<file path="config.mk">
export PLATFORM = sky130hd
export DESIGN_NAME = vga_sync_generator
export DESIGN_NICKNAME = d
export VERILOG_FILES = /design/src/rtl/vga_sync_generator.sv
export SDC_FILE = /design/constraint.sdc
export NUM_CORES = 1
export LEC_CHECK = 0
export ABC_AREA = 1
export CORE_AREA = 2 2 72 67
export CTS_CLUSTER_DIAMETER = 100
export DETAILED_ROUTE_END_ITERATION = 7
export DIE_AREA = 0 0 74 69
export GPL_TIMING_DRIVEN = 0
export PLACE_DENSITY_LB_ADDON = 0.3
export SETUP_SLACK_MARGIN = 0.02
export SLEW_MARGIN = 20
export SYNTH_ARGS = -nofsm -noshare
export SYNTH_HDL_FRONTEND = slang
export SYNTH_SLANG_ARGS = --single-unit
</file>
<file path="constraint.sdc">
create_clock -name clk -period 1.55 [get_ports clk]
set_clock_uncertainty 0.05 [all_clocks]
set_input_delay 0.2325 -clock clk [delete_from_list [all_inputs] [get_ports clk]]
set_output_delay 0.2325 -clock clk [all_outputs]
set_load 0.01 [all_outputs]
</file>
<file path="src/rtl/vga_sync_generator.sv">
// VGA raster timing: free-running h/v counters with registered sync, blank and coordinates.
// Define CLK_DIV2_EN when clk runs at twice the pixel rate.
module vga_sync_generator #(
  parameter int H_ACTIVE = 640,
  parameter int H_FP     = 16,
  parameter int H_SYNC   = 96,
  parameter int H_BP     = 48,
  parameter int V_ACTIVE = 480,
  parameter int V_FP     = 10,
  parameter int V_SYNC   = 2,
  parameter int V_BP     = 33
) (
  input  logic       clk,
  input  logic       rst,
  output logic       hsync,
  output logic       vsync,
  output logic       blank_n,
  output logic [8:0] row,
  output logic [9:0] column,
  output logic       frame_tick
);

  localparam logic [9:0] H_ACT  = 10'(H_ACTIVE);
  localparam logic [9:0] H_SBEG = 10'(H_ACTIVE + H_FP);
  localparam logic [9:0] H_SEND = 10'(H_ACTIVE + H_FP + H_SYNC);
  localparam logic [9:0] H_LAST = 10'(H_ACTIVE + H_FP + H_SYNC + H_BP - 1);
  localparam logic [9:0] V_ACT  = 10'(V_ACTIVE);
  localparam logic [9:0] V_SBEG = 10'(V_ACTIVE + V_FP);
  localparam logic [9:0] V_SEND = 10'(V_ACTIVE + V_FP + V_SYNC);
  localparam logic [9:0] V_LAST = 10'(V_ACTIVE + V_FP + V_SYNC + V_BP - 1);

  logic       pix_en;
  logic [9:0] h_cnt_q, h_cnt_d;
  logic [9:0] v_cnt_q, v_cnt_d;
  logic       hsync_q, hsync_d;
  logic       vsync_q, vsync_d;
  logic       blank_n_q, blank_n_d;
  logic [8:0] row_q, row_d;
  logic [9:0] column_q, column_d;
  logic       tick_q, tick_d;

`ifdef CLK_DIV2_EN
  logic pix_en_q;

  // First enabled edge is the second clk after reset release.
  always_ff @(posedge clk or negedge rst) begin
    if (!rst) pix_en_q <= 1'b0;
    else      pix_en_q <= ~pix_en_q;
  end

  assign pix_en = pix_en_q;
`else
  assign pix_en = 1'b1;
`endif

  always_comb begin
    h_cnt_d = (h_cnt_q == H_LAST) ? 10'd0 : h_cnt_q + 10'd1;
    v_cnt_d = v_cnt_q;
    if (h_cnt_q == H_LAST) begin
      v_cnt_d = (v_cnt_q == V_LAST) ? 10'd0 : v_cnt_q + 10'd1;
    end
  end

  always_comb begin
    blank_n_d = (h_cnt_q < H_ACT) && (v_cnt_q < V_ACT);
    column_d  = blank_n_d ? h_cnt_q : 10'd0;
    row_d     = blank_n_d ? v_cnt_q[8:0] : 9'd0;
    hsync_d   = !((h_cnt_q >= H_SBEG) && (h_cnt_q < H_SEND));
    vsync_d   = !((v_cnt_q >= V_SBEG) && (v_cnt_q < V_SEND));
    tick_d    = (h_cnt_q == 10'd0) && (v_cnt_q == V_ACT);
  end

  // Outputs register the decode of the current count, so they trail it by one pixel.
  always_ff @(posedge clk or negedge rst) begin
    if (!rst) begin
      h_cnt_q   <= '0;
      v_cnt_q   <= '0;
      hsync_q   <= 1'b1;
      vsync_q   <= 1'b1;
      blank_n_q <= 1'b0;
      row_q     <= '0;
      column_q  <= '0;
      tick_q    <= 1'b0;
    end else if (pix_en) begin
      h_cnt_q   <= h_cnt_d;
      v_cnt_q   <= v_cnt_d;
      hsync_q   <= hsync_d;
      vsync_q   <= vsync_d;
      blank_n_q <= blank_n_d;
      row_q     <= row_d;
      column_q  <= column_d;
      tick_q    <= tick_d;
    end else begin
      tick_q    <= 1'b0;
    end
  end

  assign hsync      = hsync_q;
  assign vsync      = vsync_q;
  assign blank_n    = blank_n_q;
  assign row        = row_q;
  assign column     = column_q;
  assign frame_tick = tick_q;

endmodule
</file>
==> impl_metrics.tcl <==
set metrics [dict create \
    synthAdderAreaFrac_pct 2.660 \
    n_antenna_cell 0 \
    insertion_delay_ns 0.30 \
    clock_sinks 43 \
    period_share_pct 94.44 \
    pwr-share-seq_pct 51.9 \
    path_max_fanout 6 \
    ys_ff_latch 43 \
    rows 23 \
    slowest_delay_ns 0.45 \
    clock-root-buffer "clkbuf_8" \
    drive_above_1_share_pct 12.30 \
    cpLargestDelayFamily "simple AND/OR/NAND/NOR gates" \
    dieArea_mm2 0.005106 \
    post_drt_wl_per_cell_um 12.24 \
    synthCells 207 \
    grt_max_degree 28 \
    synth-simple-area-share_pct 25.93 \
    dpl.hpwl_um 2612 \
    path_depth 5 \
    initial_core_util_pct 43.31 \
    p_int_mw 1.772 \
    hold_path.class "input port to asynchronous set/reset pin" \
    yosysWarnings 0 \
    routed_via_density 4.696 \
    synth_area_mm2 0.001882 \
    netSwitchingPower_mw 0.3885 \
    worst_pin_slew_ns 0.4110 \
    min_period_ns 1.464 \
    leakage_nw 1.158 \
    port_buffers 24 \
    clockPowerShare_pct 46.8 \
    cts_tree "yes" \
    synth_mux_area_share_pct 0 \
    setup_viol 0 \
    max_slew_margin_pct 72.60 \
    nNetsFinal 249 \
    cp_data_arrival_time_ns 1.60 \
    setup_slack_ns 0.08610 \
    grt_pass1_wl_um 6161 \
    antenna_found_initial 0 \
    critPathKind "flop to flop" \
    yosysSeqAreaShare_pct 57.31 \
    io_pins 25 \
    drc 0 \
    wirelength_um 3746 \
    rsz0062_at_grt "false" \
    pwr-share-comb_pct 1.3 \
    path_clk_slew_ns 0.08 \
    max_freq_mhz 683.1 \
    power_density_mw_per_mm2 894.7 \
    cp-end-kind "flop" \
    status "finished, final reports clean" \
    clock_path_buffers 2 \
    ir_worst_vdd_v 0.0003271 \
    area_growth_pct 28.32 \
    synth_xor_xnor_area_share_pct 3.258 \
    rr_worst_depth 5 \
    final_common_cell "nor2_1" \
    drtIter0Drc 102 \
    finalWeightedCongestion 0.8727 \
    synthTopCellsByArea "dfrtp_1, nor2_1, inv_1" \
    synth_top_family_by_area "simple AND/OR/NAND/NOR gates" \
    synth_fp_nets 213 \
    hold_viol_final 0 \
    grt_pass1_vias 1318 \
    cts_buffers 5 \
    netlist.area_leader.share_pct 54.52 \
    final_cell_mix "nor2_1, dfrtp_1, inv_1" \
    layout.cells.non_filler 306 \
    synth_compound_area_share_pct 3.125 \
    via_count 1437 \
    die_w_um 74 \
    core_mm2 0.004345 \
    slowest_stage "dfrtp_2" \
    dp_slack_ns -0.08228 \
    cp-start-kind "flop" \
    critPathBufInv 0 \
    antenna_left 0 \
    htreeDepth 2 \
    path_cells "ha_4 -> nand4_4 -> nor2_8 -> nand3_1 -> xor2_1" \
    drv_slew 0 \
    dp.cells 294 \
    gr-usage-all-layers_pct 15.87 \
    drt-pass1-iter-count 4 \
    synth_area_per_cell_um2 9.091 \
    swShare_pct 17.98 \
    fp.dieH_um 69 \
    grt-ovfl-total 0 \
    finalSetupTns_ns 0 \
    yosysUniqueCellTypes 20 \
    synth_top_area_cell "dfrtp_1" \
    required_ns 1.69 \
    maxCapViolCount 0 \
]
==> power by group through the flow <==
stage / registers (mW) / logic (mW) / clock network, mW
after global placement: 1.14 / 0.0243 / 0
final: 1.12 / 0.0288 / 1.01
after detailed placement: 1.14 / 0.0291 / 0
after floorplan: 1.14 / 0.000000420 / 0
after CTS: 1.12 / 0.0310 / 1.03
after global routing: 1.12 / 0.0352 / 1.08
==> through the flow <==
stage / util, % / total power, mW / hold slack [ns] / instance area, um2
2_1_floorplan: - / 1.143 / -0.1131 / 1882
3_3_place_gp: 50.62 / 1.168 / 0.4757 / 2200
3_5_place_dp: 50.96 / 1.172 / 0.1408 / 2215
4_1_cts: 54.56 / 2.183 / 0.3561 / 2371
5_1_grt: 55.57 / 2.233 / 0.3872 / 2415
6_report: 55.57 / 2.161 / 0.3435 / 2415
==> kinds of logic (layout without fill, tap and decap cells) <==
kind of cell / after synthesis / in the layout
simple gates: 107 / 108
flops: 43 / 43
buf+inv: 35 / 71
compound gates: 11 / 11
xor+xnor: 7 / 7
fa+ha+maj: 4 / 4
==> cell type report <==
type	count	area, um2
buffer	3	25.02
clock buffer	6	72.57
clock inverter	2	60.06
fill	382	1931
inverter	32	120.1
multi-input combinational	130	701.9
sequential	43	1080
tap	62	77.57
timing repair buffer	28	277.8
==> final timing paths <==
kind,from,endpoint,slack [ns]
max in group asynchronous,rst,vsync,0.57
min in group clk,v_cnt_q[1],vsync,0.51
min reg2reg,v_cnt_q[1],vsync,0.51
min,rst,h_cnt_q[5],0.34
max reg2reg,h_cnt_q[0],v_cnt_q[7],0.09
max,h_cnt_q[0],v_cnt_q[7],0.09
==> synth_stat cells <==
cell / count
dfstp_2: 2
buf_8: 1
nor4_1: 1
buf_2: 2
o21ai_0: 9
nand3_1: 17
inv_1: 32
nand4_4: 1
nor3_2: 1
a21oi_1: 1
dfrtp_1: 41
a211o_1: 1
nor2_1: 45
nand2_2: 1
nor2_8: 1
ha_1: 4
xor2_1: 7
nand2_1: 31
nand4_1: 7
nor3_1: 2
==> repair_timing <==
action,4_1_cts,5_1_grt
pin swaps,1,0
resized for setup,6,7
endpoints found under the setup margin,16,25
hold buffers,1,0
cloned,0,1
endpoints found under the hold margin,16,0
setup buffers,0,2
==> sequential cells by signal, summed over array words and instances (netlist names) <==
signal and cells:
blank_n 1, vsync 1, frame_tick 1, row 9
v_cnt_q 10, hsync 1, h_cnt_q 10, column 10
==> metal layers <==
metal | part of all wire [%] | GRT usage, % | vias up
met3 | 5.3 | 3.509 | 7
met4 | 2.2 | 7.879 | 0
met1 | 46 | 22.73 | 658
li1 | - | - | 722
met5 | 0 | 0 | -
met2 | 46 | 22.42 | 50
Note: power is estimated with default switching activity, not from simulation.
